--- src/rtl/mem_bus_arbiter.sv ---
// Round-robin arbiter sharing one memory port among NREQ masters, with bounded locked bursts.
// Optional macro ARB_PRIO0_EN gives master 0 (cpu0) absolute priority at every arbitration.
`timescale 1ns/1ps
module mem_bus_arbiter #(
   parameter int NREQ     = 4,
   parameter int AW       = 16,
   parameter int DW       = 16,
   parameter int MAX_HOLD = 8
) (
   input  logic               clk,
   input  logic               reset,
   input  logic [NREQ-1:0]    req,
   input  logic [NREQ-1:0]    lock,
   input  logic [NREQ-1:0]    wr,
   input  logic [NREQ*AW-1:0] addr,
   input  logic [NREQ*DW-1:0] wdata,
   input  logic [DW-1:0]      mem_rdata,
   output logic [NREQ-1:0]    gnt,
   output logic [AW-1:0]      mem_addr,
   output logic [DW-1:0]      mem_wdata,
   output logic               mem_wr,
   output logic [DW-1:0]      rdata,
   output logic [NREQ-1:0]    rvalid,
   output logic               busy
);

   localparam int IW = (NREQ > 1) ? $clog2(NREQ) : 1;
   localparam int HW = $clog2(MAX_HOLD + 2);
   localparam logic [HW-1:0] HOLD_LAST = (MAX_HOLD > 0) ? HW'(MAX_HOLD - 1) : '0;

   typedef enum logic [1:0] {
      ST_IDLE    = 2'd0,
      ST_GRANTED = 2'd1,
      ST_TURN    = 2'd2
   } state_t;

   state_t          state_q;
   logic [NREQ-1:0] gnt_q;
   logic [NREQ-1:0] rvalid_q;
   logic [DW-1:0]   rdata_q;
   logic [IW-1:0]   ptr_q;
   logic [HW-1:0]   hold_q;
   logic [HW-1:0]   hold_d;

   logic [AW-1:0]   addr_arr  [NREQ];
   logic [DW-1:0]   wdata_arr [NREQ];

   genvar gi;
   generate
      for (gi = 0; gi < NREQ; gi++) begin : g_unpack
         assign addr_arr[gi]  = addr[(gi+1)*AW-1 -: AW];
         assign wdata_arr[gi] = wdata[(gi+1)*DW-1 -: DW];
      end
   endgenerate

   // Decode the current grantee; all cur_* stay zero while nothing is granted.
   logic [IW-1:0] cur_idx;
   logic          cur_req;
   logic          cur_lock;
   logic          cur_wr;
   logic          others_pending;

   always_comb begin
      cur_idx  = '0;
      cur_req  = 1'b0;
      cur_lock = 1'b0;
      cur_wr   = 1'b0;
      for (int i = 0; i < NREQ; i++) begin
         if (gnt_q[i]) begin
            cur_idx  = IW'(i);
            cur_req  = req[i];
            cur_lock = lock[i];
            cur_wr   = wr[i];
         end
      end
   end

   assign others_pending = |(req & ~gnt_q);
   assign hold_d         = hold_q + 1'b1;

   assign mem_addr  = (|gnt_q) ? addr_arr[cur_idx]  : '0;
   assign mem_wdata = (|gnt_q) ? wdata_arr[cur_idx] : '0;
   assign mem_wr    = cur_req & cur_wr;

   // Round-robin scan starting just after the last winner.
   logic [IW-1:0]   scan_idx;
   logic [IW-1:0]   win_idx;
   logic            win_vld;
   logic            win_prio0;
   logic [NREQ-1:0] win_onehot;

   always_comb begin
      scan_idx  = '0;
      win_idx   = '0;
      win_vld   = 1'b0;
      win_prio0 = 1'b0;
      for (int i = 1; i <= NREQ; i++) begin
         scan_idx = IW'((int'(ptr_q) + i) % NREQ);
         if (!win_vld && req[scan_idx]) begin
            win_vld = 1'b1;
            win_idx = scan_idx;
         end
      end
`ifdef ARB_PRIO0_EN
      if (req[0]) begin
         win_vld   = 1'b1;
         win_idx   = '0;
         win_prio0 = 1'b1;
      end
`endif
   end

   assign win_onehot = NREQ'(1) << win_idx;

   always_ff @(posedge clk) begin
      if (reset) begin
         state_q  <= ST_IDLE;
         gnt_q    <= '0;
         rvalid_q <= '0;
         rdata_q  <= '0;
         ptr_q    <= IW'(NREQ - 1);
         hold_q   <= '0;
      end else begin
         rvalid_q <= '0;
         case (state_q)
            ST_IDLE, ST_TURN: begin
               hold_q <= '0;
               if (win_vld) begin
                  state_q <= ST_GRANTED;
                  gnt_q   <= win_onehot;
                  if (!win_prio0) ptr_q <= win_idx;
               end else begin
                  state_q <= ST_IDLE;
                  gnt_q   <= '0;
               end
            end
            ST_GRANTED: begin
               if (!cur_req) begin
                  // Request dropped: not a transfer, and it overrides hold expiry.
                  state_q <= ST_IDLE;
                  gnt_q   <= '0;
                  hold_q  <= '0;
               end else begin
                  if (!cur_wr) begin
                     rvalid_q <= gnt_q;
                     rdata_q  <= mem_rdata;
                  end
                  if (!cur_lock) begin
                     hold_q <= '0;
                     if (others_pending) begin
                        state_q <= ST_TURN;
                        gnt_q   <= '0;
                     end
                  end else if (others_pending && (MAX_HOLD != 0)) begin
                     if (hold_q == HOLD_LAST) begin
                        state_q <= ST_TURN;
                        gnt_q   <= '0;
                        hold_q  <= '0;
                     end else begin
                        hold_q <= hold_d;
                     end
                  end
               end
            end
            default: begin
               state_q <= ST_IDLE;
               gnt_q   <= '0;
               hold_q  <= '0;
            end
         endcase
      end
   end

   assign gnt    = gnt_q;
   assign rvalid = rvalid_q;
   assign rdata  = rdata_q;
   assign busy   = (state_q == ST_GRANTED);

endmodule

--- config.mk ---
export PLATFORM = sky130hd
export DESIGN_NAME = mem_bus_arbiter
export DESIGN_NICKNAME = d
export VERILOG_FILES = /design/src/rtl/mem_bus_arbiter.sv
export SDC_FILE = /design/constraint.sdc
export NUM_CORES = 1
export LEC_CHECK = 0
export BUFFER_PORTS_ARGS = -buffer_cell sky130_fd_sc_hd__buf_2
export CAP_MARGIN = 20
export CORE_AREA = 4 4 92 94
export CTS_CLUSTER_SIZE = 25
export DETAILED_ROUTE_END_ITERATION = 7
export DIE_AREA = 0 0 96 98
export GPL_TIMING_DRIVEN = 0
export PLACE_DENSITY_LB_ADDON = 0.08
export SLEW_MARGIN = 25
export SYNTH_ARGS = -nofsm -noshare
export SYNTH_HDL_FRONTEND = slang
export SYNTH_SLANG_ARGS = --single-unit
--- constraint.sdc ---
create_clock -name clk -period 3.27 [get_ports clk]
set_input_delay 0.654 -clock clk [delete_from_list [all_inputs] [get_ports clk]]
set_output_delay 0.654 -clock clk [all_outputs]
set_load 0.05 [all_outputs]
Yosys cells after proc, flatten, opt, wreduce, memory -nomap -nowiden
Cells that the tools add are included.
- bits in registers: 32
- input bits: 158
- output and inout bits: 58
- word-level logic and storage cells: 99
- add/sub/neg operators: 5
- magnitude comparators: 5
- equality and inequality tests: 5
- shifts and indexed selects: 1
- mux-type cells: 54
- bitwise operators: 8
- reduce and logical (&&, ||, !) cells: 15
- operators with widths (cell ; count):
    2-to-1 mux 16 bit ; 6
    binary-select mux 16 bit (select 2 bit) ; 2
    2-to-1 mux 4 bit ; 7
    2-to-1 mux 1 bit ; 22
    2-to-1 mux 2 bit ; 11
    OR reduction 4 bit ; 4
    less-than comparator 2 x 3 -> 1 bit (second input constant) ; 4
    binary-select mux 1 bit (select 2 bit) ; 4
    case mux 4 bit (2 select lines) ; 1
    adder 2 x 1 -> 2 bit (second input constant) ; 2
    adder 2 bit (second input constant) ; 2
    adder 4 x 1 -> 4 bit (second input constant) ; 1
    AND 4 bit ; 1
    equality test 4 x 3 -> 1 bit (second input constant) ; 1
    != test 4 x 3 -> 1 bit (second input constant) ; 1
    NOT 1 bit ; 4
    NOT 4 bit ; 1
    case mux 2 bit (2 select lines) ; 1
    AND reduction 2 bit ; 2
    left shift 1 x 2 -> 4 bit (first input constant) ; 1
    greater-or-equal comparator 3 bit (second input constant) ; 1
    logical AND 1 bit ; 3
    zero test 1 bit ; 3
    != test 3 x 2 -> 1 bit (second input constant) ; 1
    7 further kinds ; 7

Logic depth before layout (Yosys ltp)
- depth after elaboration: 16
- mapped depth: 7
- depth with buffers taken out: 5

Worst setup path after synthesis
No wires, ideal clock.
- kind: register to output
- start point: register gnt_q[2], in the netlist gnt[2]
- end point: output mem_wr
- data arrival time: 2.290 ns
- data required time: 2.616 ns
- slack: 0.326 ns
- cell stages (with the launch flop): 5
- path buffers: 0
- cell sequence: dfxtp_1 > inv_1 > nor2_1 > a222oi_1 > nor3_1
- longest elaborated chain between the ends: 3
- elaborated cells between the ends (all ways): 5
- classes of those cells: 4 x mux; 1 x bitwise
- ends and longest elaborated chain (element ; line ; text):
    from (decl) ; 38 ; logic [NREQ-1:0] gnt_q;
    from (signal assigned) ; 130 ; gnt_q <= win_onehot;
    2-to-1 mux 1 bit (2 in series) ; 69 ; if (gnt_q[i]) begin
    AND 1 bit (*) ; 83 ; assign mem_wr = cur_req & cur_wr;
    to (decl) ; 21 ; output logic mem_wr,
Every way passes the cells marked *; elsewhere a longest branch is shown, timed or not.

Worst setup path in the final report
- start point: register gnt_q[2], in the netlist gnt[2]
- end point: output mem_wdata[12]
- longest elaborated chain between the ends: 7
- elaborated cells between the ends (all ways): 8
- classes of those cells: 6 x mux; 1 x bitwise; 1 x reduce/logical
- ends and longest elaborated chain (element ; line ; text):
    2-to-1 mux 2 bit (2 in series) ; 69 ;
    NOT 2 -> 3 bit (not written as such) ; 82 ; assign mem_wdata = (|gnt_q) ? wdata_arr[cur_idx] : '0;
    binary-select mux 16 bit (select 2 bit) ; 82 ;
    2-to-1 mux 16 bit (not written as such) (2 in series) ; 82 ;
    2-to-1 mux 16 bit (*) ; 82 ;
    to (decl) ; 20 ; output logic [DW-1:0] mem_wdata,
Every way passes the cells marked *; elsewhere a longest branch is shown, timed or not. The select of a mux whose other input is x is not followed.

==> out/metrics.cfg <==
[yosys]
yosysTopAreaCell = dfxtp_1
synth_xor_area_share_pct = 0.391
yosys-top-cells-area = dfxtp_1, o221ai_1, a22oi_1
ys_seq_elements = 32
synth-compound-area-share_pct = 30.2
yosysWarnings = 0
synth_mux_area_share_pct = 8.93
synth_fp_nets = 436
synth_top_family_by_area = compound AO/OA/AOI/OAI gates
syn_area_um2 = 2240
yosysTopAreaCellShare_pct = 28.6
synth_area_per_cell_um2 = 8.09
ys_seq_area_share_pct = 28.6
synth-simple-area-share_pct = 25.9
postSynthCellCount = 277
synth_fa_ha_area_share_pct = 0.558
ys_types = 38

[timing]
hold_viol = 0
period_share_pct = 90.7
setup_viol = 0
setup_slack_ps = 306
clock_skew_ps = 4.80
rsz0062_at_grt = false
worst_hold_slack_ps = 469
slew_headroom_pct = 49.1
slew_violations = 0
tightestPinTransition_ps = 764
setup_tns_ps = 0
fin_crit_ps = 2960
fmax_mhz = 337

[clocking]
cts_root_buffer = clkbuf_8
cts_htree_levels = 2
cts_buffers = 5
cts_hold_buf = 0
clkLatencyLatePin_ps = 280
cts_tree = built
cts_resized = 0
clock_sinks = 32
cts.clk_slew.worst_paths_ps = 60
cts_buffer_depth = 2
post-cts-setup-buffers = 0

[final_layout]
layout.cells.non_filler = 602
final_cell_mix = buf_2, nand2_1, nand2b_1
n_fill_cell = 788
area_growth_pct = 57.7
fin_area_um2 = 3530
nNetsFinal = 658
diodes = 0
finish.utilization_pct = 46.2
drive_above_1_share_pct = 46.0
final_common_cell = buf_2

[critical_path]
critPathMaxFanout = 10
critPathArrivalTime_ps = 2310
endpoint_kind = output port
worst-endpoint-required_ps = 2620
worstSetupStartpointType = flop
critPathKind = flop to output port

[power_and_ir_drop]
combPwrFrac_pct = 49.7
p_leak_nw = 1.84
power_frac_clock_pct = 21.4
p_seq_share_pct = 28.9
intPower_mw = 0.802
p_per_area_nw_per_um2 = 412
ir_drop_mv = 0.147
switchingPower_mw = 0.656
switching_share_pct = 45.0
total_power_mw = 1.46

[global_routing]
antenna_found_initial = 0
grt_max_degree = 11
overflow = 0
grt_usage_pct = 19.8
grt_pass1_vias = 3055
grt_pass1_wl_mm = 14.6

[placement]
hpwl_mm = 8.11
io_buffer_count = 215
place_ws_ps = 552
dpl_cell_area_um2 = 3440
gp_congestion = 0.869
place_inst = 594

[route]
drt_iter0_markers = 142
ant_nets = 0
vias_per_cell = 5.02
wl_mm = 9.72
drtPass1Iterations = 4
route.detailed.drc = 0
vias = 3024
wl_per_cell_um = 16.1

[floorplanning]
dieArea_um2 = 9410
ios = 216
die_y_um = 98
initial_core_util_pct = 29.3
row_count = 32
core_um2 = 7650
chipWidth_um = 96

[flow_run]
cap_violations = 0

[hold_path]
hold_class = flop to flop

[run_status]
outcome = finished clean

## cells by family after synthesis
kind of cell	after synthesis
simple gates	110
compound gates	85
flops	32
buf+inv	28
mux	20
xor+xnor	1
fa+ha+maj	1
## cell type report
type | count | area (um2) | share of cell area (%)
clock buffers | 8 | 90.1 | 2.55
inverters | 4 | 15.0 | 0.425
multi-input cells | 217 | 1480 | 41.8
flip-flops and latches | 32 | 641 | 18.1
plain buffers | 24 | 108 | 3.04
repair buffers | 215 | 1080 | 30.4
well taps | 102 | 128 | 3.61
## power by group through the flow
stage | registers [mW] | clock network [mW] | logic, mW
2_1_floorplan | 0.474 | 0 | 0.453
3_3_place_gp | 0.431 | 0 | 0.726
3_5_place_dp | 0.431 | 0 | 0.728
4_1_cts | 0.422 | 0.325 | 0.729
5_1_grt | 0.424 | 0.341 | 0.777
6_report | 0.422 | 0.311 | 0.725
## flip-flops by register name, indices dropped and copies added (netlist names)
signal   flops
rdata       16
rvalid       4
state_q      2
hold_q       4
gnt          4
ptr_q        2
## critical path, stage by stage (launching register included)
cell	delay, ps
dfxtp_1	380
or2_2	340
nor2_1	340
clkbuf_1	400
o221ai_1	220
nand2_1	90
buf_2	260
## routing by layer
metal / part of all wire (%) / global-route usage, % / up-vias
li1: - / - / 1489
met1: 39 / 22.8 / 1361
met2: 48 / 33.6 / 153
met3: 9.9 / 6.24 / 21
met4: 2.9 / 7.77 / 0
met5: 0 / 0 / -
## synthesized netlist by cell type (all sizes together)
cell type / n
a211o: 1
a21o: 2
a21oi: 4
a221oi: 3
a222oi: 1
a22o: 2
a22oi: 32
a31oi: 1
a32o: 1
and2: 1
and3: 1
and3b: 3
buf: 4
clkbuf: 20
dfxtp: 32
ha: 1
inv: 4
mux2i: 20
nand2: 37
nand2b: 37
nand4: 1
nor2: 17
nor2b: 3
nor3: 2
nor3b: 2
nor4b: 1
o2111ai: 1
o21ai: 1
o221ai: 32
o22ai: 2
o2bb2ai: 1
o31ai: 1
or2: 3
or2b: 1
or3: 1
xor2: 1
## worst paths after layout
check | from | end | slack, ps | cells past startpoint
setup reg to reg | ptr_q[1] | ptr_q[0] | 1290 | 6
setup / recovery | gnt[2] | mem_wdata[12] | 310 | 6
hold / removal | rdata[15] | rdata[15] | 470 | 2
hold reg to reg | rdata[15] | rdata[15] | 470 | 2
Power figures use the tool's default switching activity.
